==> src/rtl/cordic_pkg.sv <==
// Shared widths, Q2.20 constants and the shadow-pipe entry
// used by the shared CORDIC cosine scheduler.
package cordic_pkg;

  localparam int DATA_W       = 22;
  localparam int PIPE_LATENCY = 17;
  localparam int TAG_W        = 2;

  localparam logic [DATA_W-1:0] ONE  = 22'h100000;
  localparam logic [DATA_W-1:0] PI_4 = 22'h0C90FD;

  typedef struct packed {
    logic             valid;
    logic [TAG_W-1:0] tag;
  } shadow_t;

endpackage

==> src/rtl/rr_arbiter.sv <==
// Round-robin grant searching upward from ptr, gated by en;
// one-hot grant plus encoded index.
module rr_arbiter #(
  parameter int N     = 4,
  parameter int IDX_W = 2
) (
  input  logic             en,
  input  logic [N-1:0]     req,
  input  logic [IDX_W-1:0] ptr,
  output logic [N-1:0]     gnt,
  output logic [IDX_W-1:0] idx,
  output logic             any
);

  logic [IDX_W-1:0] j;

  always_comb begin
    gnt = '0;
    idx = '0;
    any = 1'b0;
    j   = '0;
    for (int i = 0; i < N; i++) begin
      j = IDX_W'((int'(ptr) + i) % N);
      if (en && !any && req[j]) begin
        any    = 1'b1;
        idx    = j;
        gnt[j] = 1'b1;
      end
    end
  end

endmodule

==> src/rtl/cordic_cos_scheduler.sv <==
// Shares one pipelined CORDIC cosine unit between requesters,
// tracking each in-flight op with a shadow valid/tag pipe.
module cordic_cos_scheduler #(
  parameter int NUM_REQ      = 4,
  parameter int DATA_W       = cordic_pkg::DATA_W,
  parameter int PIPE_LATENCY = cordic_pkg::PIPE_LATENCY,
  parameter int TAG_W        = cordic_pkg::TAG_W
) (
  input  logic                        clk,
  input  logic                        reset,
  input  logic [NUM_REQ-1:0]          req_valid,
  input  logic [NUM_REQ*DATA_W-1:0]   req_angle,
  output logic [NUM_REQ-1:0]          req_ready,
  output logic                        cordic_enable,
  output logic                        cordic_reset,
  output logic [DATA_W-1:0]           cordic_angle,
  input  logic [DATA_W-1:0]           cordic_cos,
  output logic                        rsp_valid,
  output logic [TAG_W-1:0]            rsp_tag,
  output logic [DATA_W-1:0]           rsp_cos,
  input  logic                        rsp_ready,
  output logic [$clog2(PIPE_LATENCY+1)-1:0] in_flight,
  output logic                        idle
);

  import cordic_pkg::*;

  localparam int CNT_W = $clog2(PIPE_LATENCY+1);

  logic               adv;
  logic               tail_valid;
  logic [NUM_REQ-1:0] gnt;
  logic [TAG_W-1:0]   gnt_idx;
  logic               gnt_any;

  logic [TAG_W-1:0] ptr_q, ptr_d;
  logic [CNT_W-1:0] cnt_q, cnt_d;
  shadow_t          shadow_q [PIPE_LATENCY];
  shadow_t          shadow_d [PIPE_LATENCY];

  assign tail_valid = shadow_q[PIPE_LATENCY-1].valid;

  // A valid tail nobody takes freezes both pipes together
  assign adv = ~reset & ~(tail_valid & ~rsp_ready);

  rr_arbiter #(
    .N     (NUM_REQ),
    .IDX_W (TAG_W)
  ) u_arb (
    .en  (adv),
    .req (req_valid),
    .ptr (ptr_q),
    .gnt (gnt),
    .idx (gnt_idx),
    .any (gnt_any)
  );

  always_comb begin
    cordic_angle = '0;
    for (int i = 0; i < NUM_REQ; i++) begin
      if (gnt[i]) cordic_angle = req_angle[i*DATA_W +: DATA_W];
    end
  end

  always_comb begin
    ptr_d = ptr_q;
    if (gnt_any) begin
      if (int'(gnt_idx) == NUM_REQ-1) ptr_d = '0;
      else ptr_d = gnt_idx + 1'b1;
    end
  end

  always_comb begin
    shadow_d = shadow_q;
    if (adv) begin
      shadow_d[0] = '{valid: gnt_any, tag: gnt_idx};
      for (int k = 1; k < PIPE_LATENCY; k++) begin
        shadow_d[k] = shadow_q[k-1];
      end
    end
  end

  always_comb begin
    cnt_d = cnt_q;
    if (adv) begin
      unique case ({gnt_any, tail_valid})
        2'b10:   cnt_d = cnt_q + CNT_W'(1);
        2'b01:   cnt_d = cnt_q - CNT_W'(1);
        default: cnt_d = cnt_q;
      endcase
    end
  end

  always_ff @(posedge clk) begin
    if (reset) begin
      ptr_q <= '0;
      cnt_q <= '0;
      for (int k = 0; k < PIPE_LATENCY; k++) begin
        shadow_q[k] <= '0;
      end
    end else begin
      ptr_q    <= ptr_d;
      cnt_q    <= cnt_d;
      shadow_q <= shadow_d;
    end
  end

  assign req_ready     = gnt;
  assign cordic_enable = adv;
  assign cordic_reset  = reset;
  assign rsp_valid     = tail_valid & ~reset;
  assign rsp_tag       = shadow_q[PIPE_LATENCY-1].tag;
  assign rsp_cos       = cordic_cos;
  assign in_flight     = cnt_q;
  assign idle          = (cnt_q == '0) & ~|req_valid;

endmodule

==> config.mk <==
export PLATFORM = sky130hd
export DESIGN_NAME = cordic_cos_scheduler
export DESIGN_NICKNAME = d
export VERILOG_FILES = /design/src/rtl/cordic_pkg.sv /design/src/rtl/rr_arbiter.sv /design/src/rtl/cordic_cos_scheduler.sv
export SDC_FILE = /design/constraint.sdc
export NUM_CORES = 1
export LEC_CHECK = 0
export BUFFER_PORTS_ARGS = -buffer_cell sky130_fd_sc_hd__buf_4
export CAP_MARGIN = 10
export CORE_UTILIZATION = 28
export CTS_CLUSTER_DIAMETER = 100
export CTS_CLUSTER_SIZE = 40
export DETAILED_ROUTE_END_ITERATION = 12
export RECOVER_POWER = 25
export SETUP_SLACK_MARGIN = 0.1
export SLEW_MARGIN = 20
export SYNTH_ARGS = -nofsm -noshare
export SYNTH_HDL_FRONTEND = slang
export SYNTH_SLANG_ARGS = --single-unit
==> constraint.sdc <==
create_clock -name clk -period 4.45 [get_ports clk]
set_input_delay 0 -clock clk [delete_from_list [all_inputs] [get_ports clk]]
set_output_delay 0 -clock clk [all_outputs]
set_load 0.05 [all_outputs]
=== After elaboration in Yosys (flattened, before gate mapping) ===
Cells that the tools add are included.

* Bits in registers: 58
* Output and inout port bits: 59
* Word-level logic and storage cells: 116

* Add/subtract/negate cells: 6
* $lt $le $gt $ge: 8
* Equal/unequal tests: 3
* Mux-type cells: 34
* Bitwise operators: 10
* Reduce and logical (&&, ||, !) cells: 19

{| class="wikitable"
|+ Operator list
! cell !! count
|-
| 2-to-1 mux 22 bit || 4
|-
| 2-to-1 mux 4 bit || 4
|-
| < comparator 2 x 3 -> 1 bit (second input constant) || 4
|-
| 2-to-1 mux 1 bit || 12
|-
| OR 4 bit || 3
|-
| logical AND 1 bit || 11
|-
| 2-to-1 mux 2 bit || 5
|-
| case mux 5 bit (2 select lines) || 1
|-
| binary-select mux 1 bit (select 2 bit) || 4
|-
| demux 1 bit (select 2 bit) || 4
|-
| greater-or-equal comparator 2 x 1 -> 1 bit (second input constant) || 4
|-
| adder 5 x 1 -> 5 bit (second input constant) || 1
|-
| zero test 5 bit || 1
|-
| subtractor 5 x 1 -> 5 bit (second input constant) || 1
|-
| adder 2 x 1 -> 2 bit (second input constant) || 2
|-
| adder 2 bit (second input constant) || 2
|-
| AND 1 bit || 4
|-
| == test 2 x 1 -> 1 bit (second input constant) || 2
|-
| zero test 1 bit || 4
|-
| OR reduction 4 bit || 1
|-
| inverter 1 bit || 3
|-
| == test 2 bit (second input constant) || 1
|-
| AND reduction 2 bit || 1
|-
| nonzero test 2 bit || 1
|}

=== Logic depth before layout (Yosys ltp) ===
* Word-level depth: 22
* Mapped depth: 18

=== Hierarchy ===
Synthesis repeated with hierarchy kept, for this count alone.

* Cell total of the unflattened synthesis: 481
* Area total of the unflattened synthesis: 3652.3 um2

{| class="wikitable"
|+ By module, submodules not included
! module !! times used !! cells an instance !! area each (um2)
|-
| cordic_cos_scheduler || 1 || 415 || 3088.0
|-
| rr_arbiter || 1 || 66 || 564.3
|}

=== Worst setup path before layout ===
Ideal clock, no wire load.

* Kind: register to output
* From: register ptr_q[1]
* To: output cordic_angle[0]
* Arrival: 4.404 ns
* Path slack: 0.046 ns
* Stages on the path, launching flop included: 12
* Cell sequence: dfxtp_1 -> clkbuf_1 -> inv_1 -> ha_1 -> buf_2 -> mux2_2 -> or4_1 -> a21oi_1 -> a221o_1 -> and2b_1 -> buf_4 -> a221oi_1

* Elaborated cells between the ends (all ways): 55
* Those cells by class: 3 x add/sub; 8 x order compare; 27 x mux; 3 x bitwise; 14 x reduce/logical

{| class="wikitable"
|+ RTL lines
! element !! RTL line !! source
|-
| from (decl) || cordic_cos_scheduler.sv:36 || <nowiki>logic [TAG_W-1:0] ptr_q, ptr_d;</nowiki>
|-
| from (signal assigned) || cordic_cos_scheduler.sv:102 || <nowiki>ptr_q <= ptr_d;</nowiki>
|-
| branches (longest 15 deep; another with < comparator 2 x 3 -> 1 bit) || -- ||
|-
| 2-to-1 mux 4 bit (*) || rr_arbiter.sv:24 || <nowiki>if (en && !any && req[j]) begin</nowiki>
|-
| via req_ready[2] || cordic_cos_scheduler.sv:13 || <nowiki>output logic [NUM_REQ-1:0] req_ready,</nowiki>
|-
| 2-to-1 mux 22 bit (*) (2 in a row) || cordic_cos_scheduler.sv:61 || <nowiki>if (gnt[i]) cordic_angle = req_angle[i*DATA_W +: DATA_W];</nowiki>
|-
| to (decl) || cordic_cos_scheduler.sv:16 || <nowiki>output logic [DATA_W-1:0] cordic_angle,</nowiki>
|}

Mark *: on every way through the listed nets, which the timed path passes. The select of a mux whose other input is x is not followed.

==> reports/qor.csv <==
metric,value,unit
crit_fanout,13,
fin_crit_sh,0.9164,
layout_common_cells,"buf_4 (133), nand2_1 (106), dfxtp_1 (57)",
io_buffer_count,131,
initial_core_util,0.2890,
grt_pass1_vias,3707,
grt_overflow,0,
start_kind,flop,
dpl-instance-area,4743,um2
worst_skew_pair.late_latency,0.32,ns
ys_ff_latch,58,
worst_pin_slew,0.7727,ns
area_delta_synth_final,30.64,%
status,finished clean,
synth_flop_cell,dfxtp_1,
post_cts_buffers,0,
postSynthAreaPerCell,7.404,um2
track_usage,0.1507,
yosys.area.top_type,dfxtp_1,
synthArstFlopShare,0,
clk_pin_slew,0.05,ns
synthDominantCellAreaShare,0.3022,
tns,0,ns
synth_area,3842,um2
place_congestion,0.8440,
io_pins,176,
fin_nets,729,
fill_cells,1377,
p_per_area,607.5,nW/um2
drcViolationCount,0,
firstDrtPassIters,5,
antenna_found_initial,0,
grt_setup_unrepaired,false,
ff_latch_area,1162,um2
leakagePower,2.275,nW
core_area,13300,um2
num_vias,3882,
htree_num_levels,3,
crit_type,reg -> reg,
critPathCaptureType,flop,
ant_nets,0,
yosysWarningCount,0,
critical_path_required,4.63,ns
viasPerCell,4.964,
fmax,0.2452,GHz
wirelength,10.87,mm
synthDistinctLibCells,48,
hold_class,in -> out,
dp_hpwl,7.938,mm
cts-buffers-inserted,9,
postSynthCellCount,519,
grt_pass1_wl,17.68,mm
syn_nets,645,
min_period,4.078,ns
slew_headroom,0.4849,
die_h,119.1,um
ys_seq_area_frac,0.3022,
multi_input_area,2128,um2
final_area,5020,um2
cts_root_buf,clkbuf_16,
cts_sinks,58,
layout_commonest_cell,buf_4,
cap_violations,0,
synth_area_leaders,"dfxtp_1 (30%), nand2_1 (10%), a21oi_1 (7.3%), mux2i_1 (6.3%), buf_4 (5.9%)",
drive_above_1_share,0.2772,
finClkSkew,0.003986,ns
antenna_cells,0,
grt_max_degree,63,
dieWidth,119.1,um
tritoncts,built,
cts_buffer_depth,2,
wire_per_inst,13.89,um
synth_edf_count,0,
num_rows,42,
cp.arrival,4.26,ns
slew_violations,0,
final_util,0.3776,
irDropWorstVdd,241.4,uV
cts.hold.buffers_added,0,
hold_viol_final,0,
setup_viol,0,
dieArea,14200,um2
drt_iter0_markers,228,
whs,0.00006528,ns
worst paths after layout:
kind | from | to | slack [ns] | depth (start not counted)
worst max-delay path | flop | in_flight[4] | 0.37 | 15
worst min-delay path | cordic_cos[17] | rsp_cos[17] | 0.00007 | 0
worst max register to register | flop | in_flight[4] | 0.37 | 15
worst min register to register | rsp_tag[0] | rsp_tag[0] | 0.45 | 2
timing repair:
action | 4_1_cts | 5_1_grt
endpoints found under the hold margin | 0 | 0
resized for setup | 2 | 2
endpoints found under the setup margin | 22 | 25
Yosys cell counts, types with 2 or more instances:
library cell,n
nor2b_1,8
o21ai_0,5
a222oi_1,3
o21ai_1,2
nand3_1,3
nand3b_1,2
a21boi_0,2
a21oi_1,56
inv_1,52
ha_1,9
xnor2_1,4
nor2_1,37
a221oi_2,11
nor3b_1,2
a221oi_1,11
xor2_1,4
buf_4,30
buf_1,3
buf_2,5
nand2_1,106
or4_1,2
nor3_1,3
and2_1,3
dfxtp_1,58
mux4_2,4
clkbuf_1,27
a31oi_1,22
mux2i_1,24
a21o_1,2
flip-flops by register name, indices dropped and copies added (netlist names), named ones only:
| signal | flops |
|---|---|
| shadow_q | 48 |
| rsp_tag | 2 |
| in_flight | 5 |
| tail_valid | 1 |
| ptr_q | 1 |
layout make-up:
class	instances	area share
Clock buffer	11	0.05035
Clock inverter	3	0.007976
Inverter	52	0.03888
Multi-Input combinational cell	343	0.4240
Sequential cell	58	0.2316
Tap cell	176	0.04387
Timing Repair Buffer	139	0.2034
metal layers:
metal | wire length (um) | up-vias | GRT usage
li1 | - | 1900 | -
met1 | 4630 | 1807 | 0.1805
met2 | 5339 | 160 | 0.2620
met3 | 714 | 15 | 0.03496
met4 | 180 | 0 | 0.05222
met5 | 0 | - | 0
where the power goes:
| part | leakage, nW | total [mW] | internal, mW | switching (mW) |
|---|---|---|---|---|
| clock network | 0.147 | 0.669 | 0.454 | 0.215 |
| logic | 1.66 | 1.80 | 0.621 | 1.18 |
| registers | 0.470 | 0.577 | 0.548 | 0.0295 |
metrics by stage:
step | instances | setup WS, ns | power [mW]
6_report | 782 | 0.3719 | 3.050
5_1_grt | 782 | 0.1441 | 3.193
4_1_cts | 782 | 0.1248 | 3.064
3_5_place_dp | 768 | 0.1602 | 2.384
3_3_place_gp | 768 | 0.2841 | 2.364
2_1_floorplan | 519 | 0.04556 | 1.976
critical path, cell delays in order (launching register included):
cell	delay [ns]
dfxtp_2	0.47
inv_1	0.20
ha_2	0.49
mux2_2	0.35
or4_1	0.46
and2_1	0.23
o21ai_0	0.34
ha_1	0.26
xor2_1	0.17
ha_1	0.16
a21oi_1	0.07
nor3b_1	0.20
o21ai_0	0.09
a21boi_0	0.24
xnor2_1	0.14
nor2_1	0.05
cell families (layout without fill, tap and decap cells):
family	after synthesis	after routing	synth area share
AO/OA/AOI/OAI	124	124	0.2237
XOR/XNOR	8	8	0.01823
adder cells (fa/ha/maj)	9	9	0.02931
buffers and inverters	118	205	0.1472
flip-flops	58	58	0.3022
multiplexers	29	29	0.08890
AND/OR/NAND/NOR	173	173	0.1905
Power figures use the tool's default switching activity.
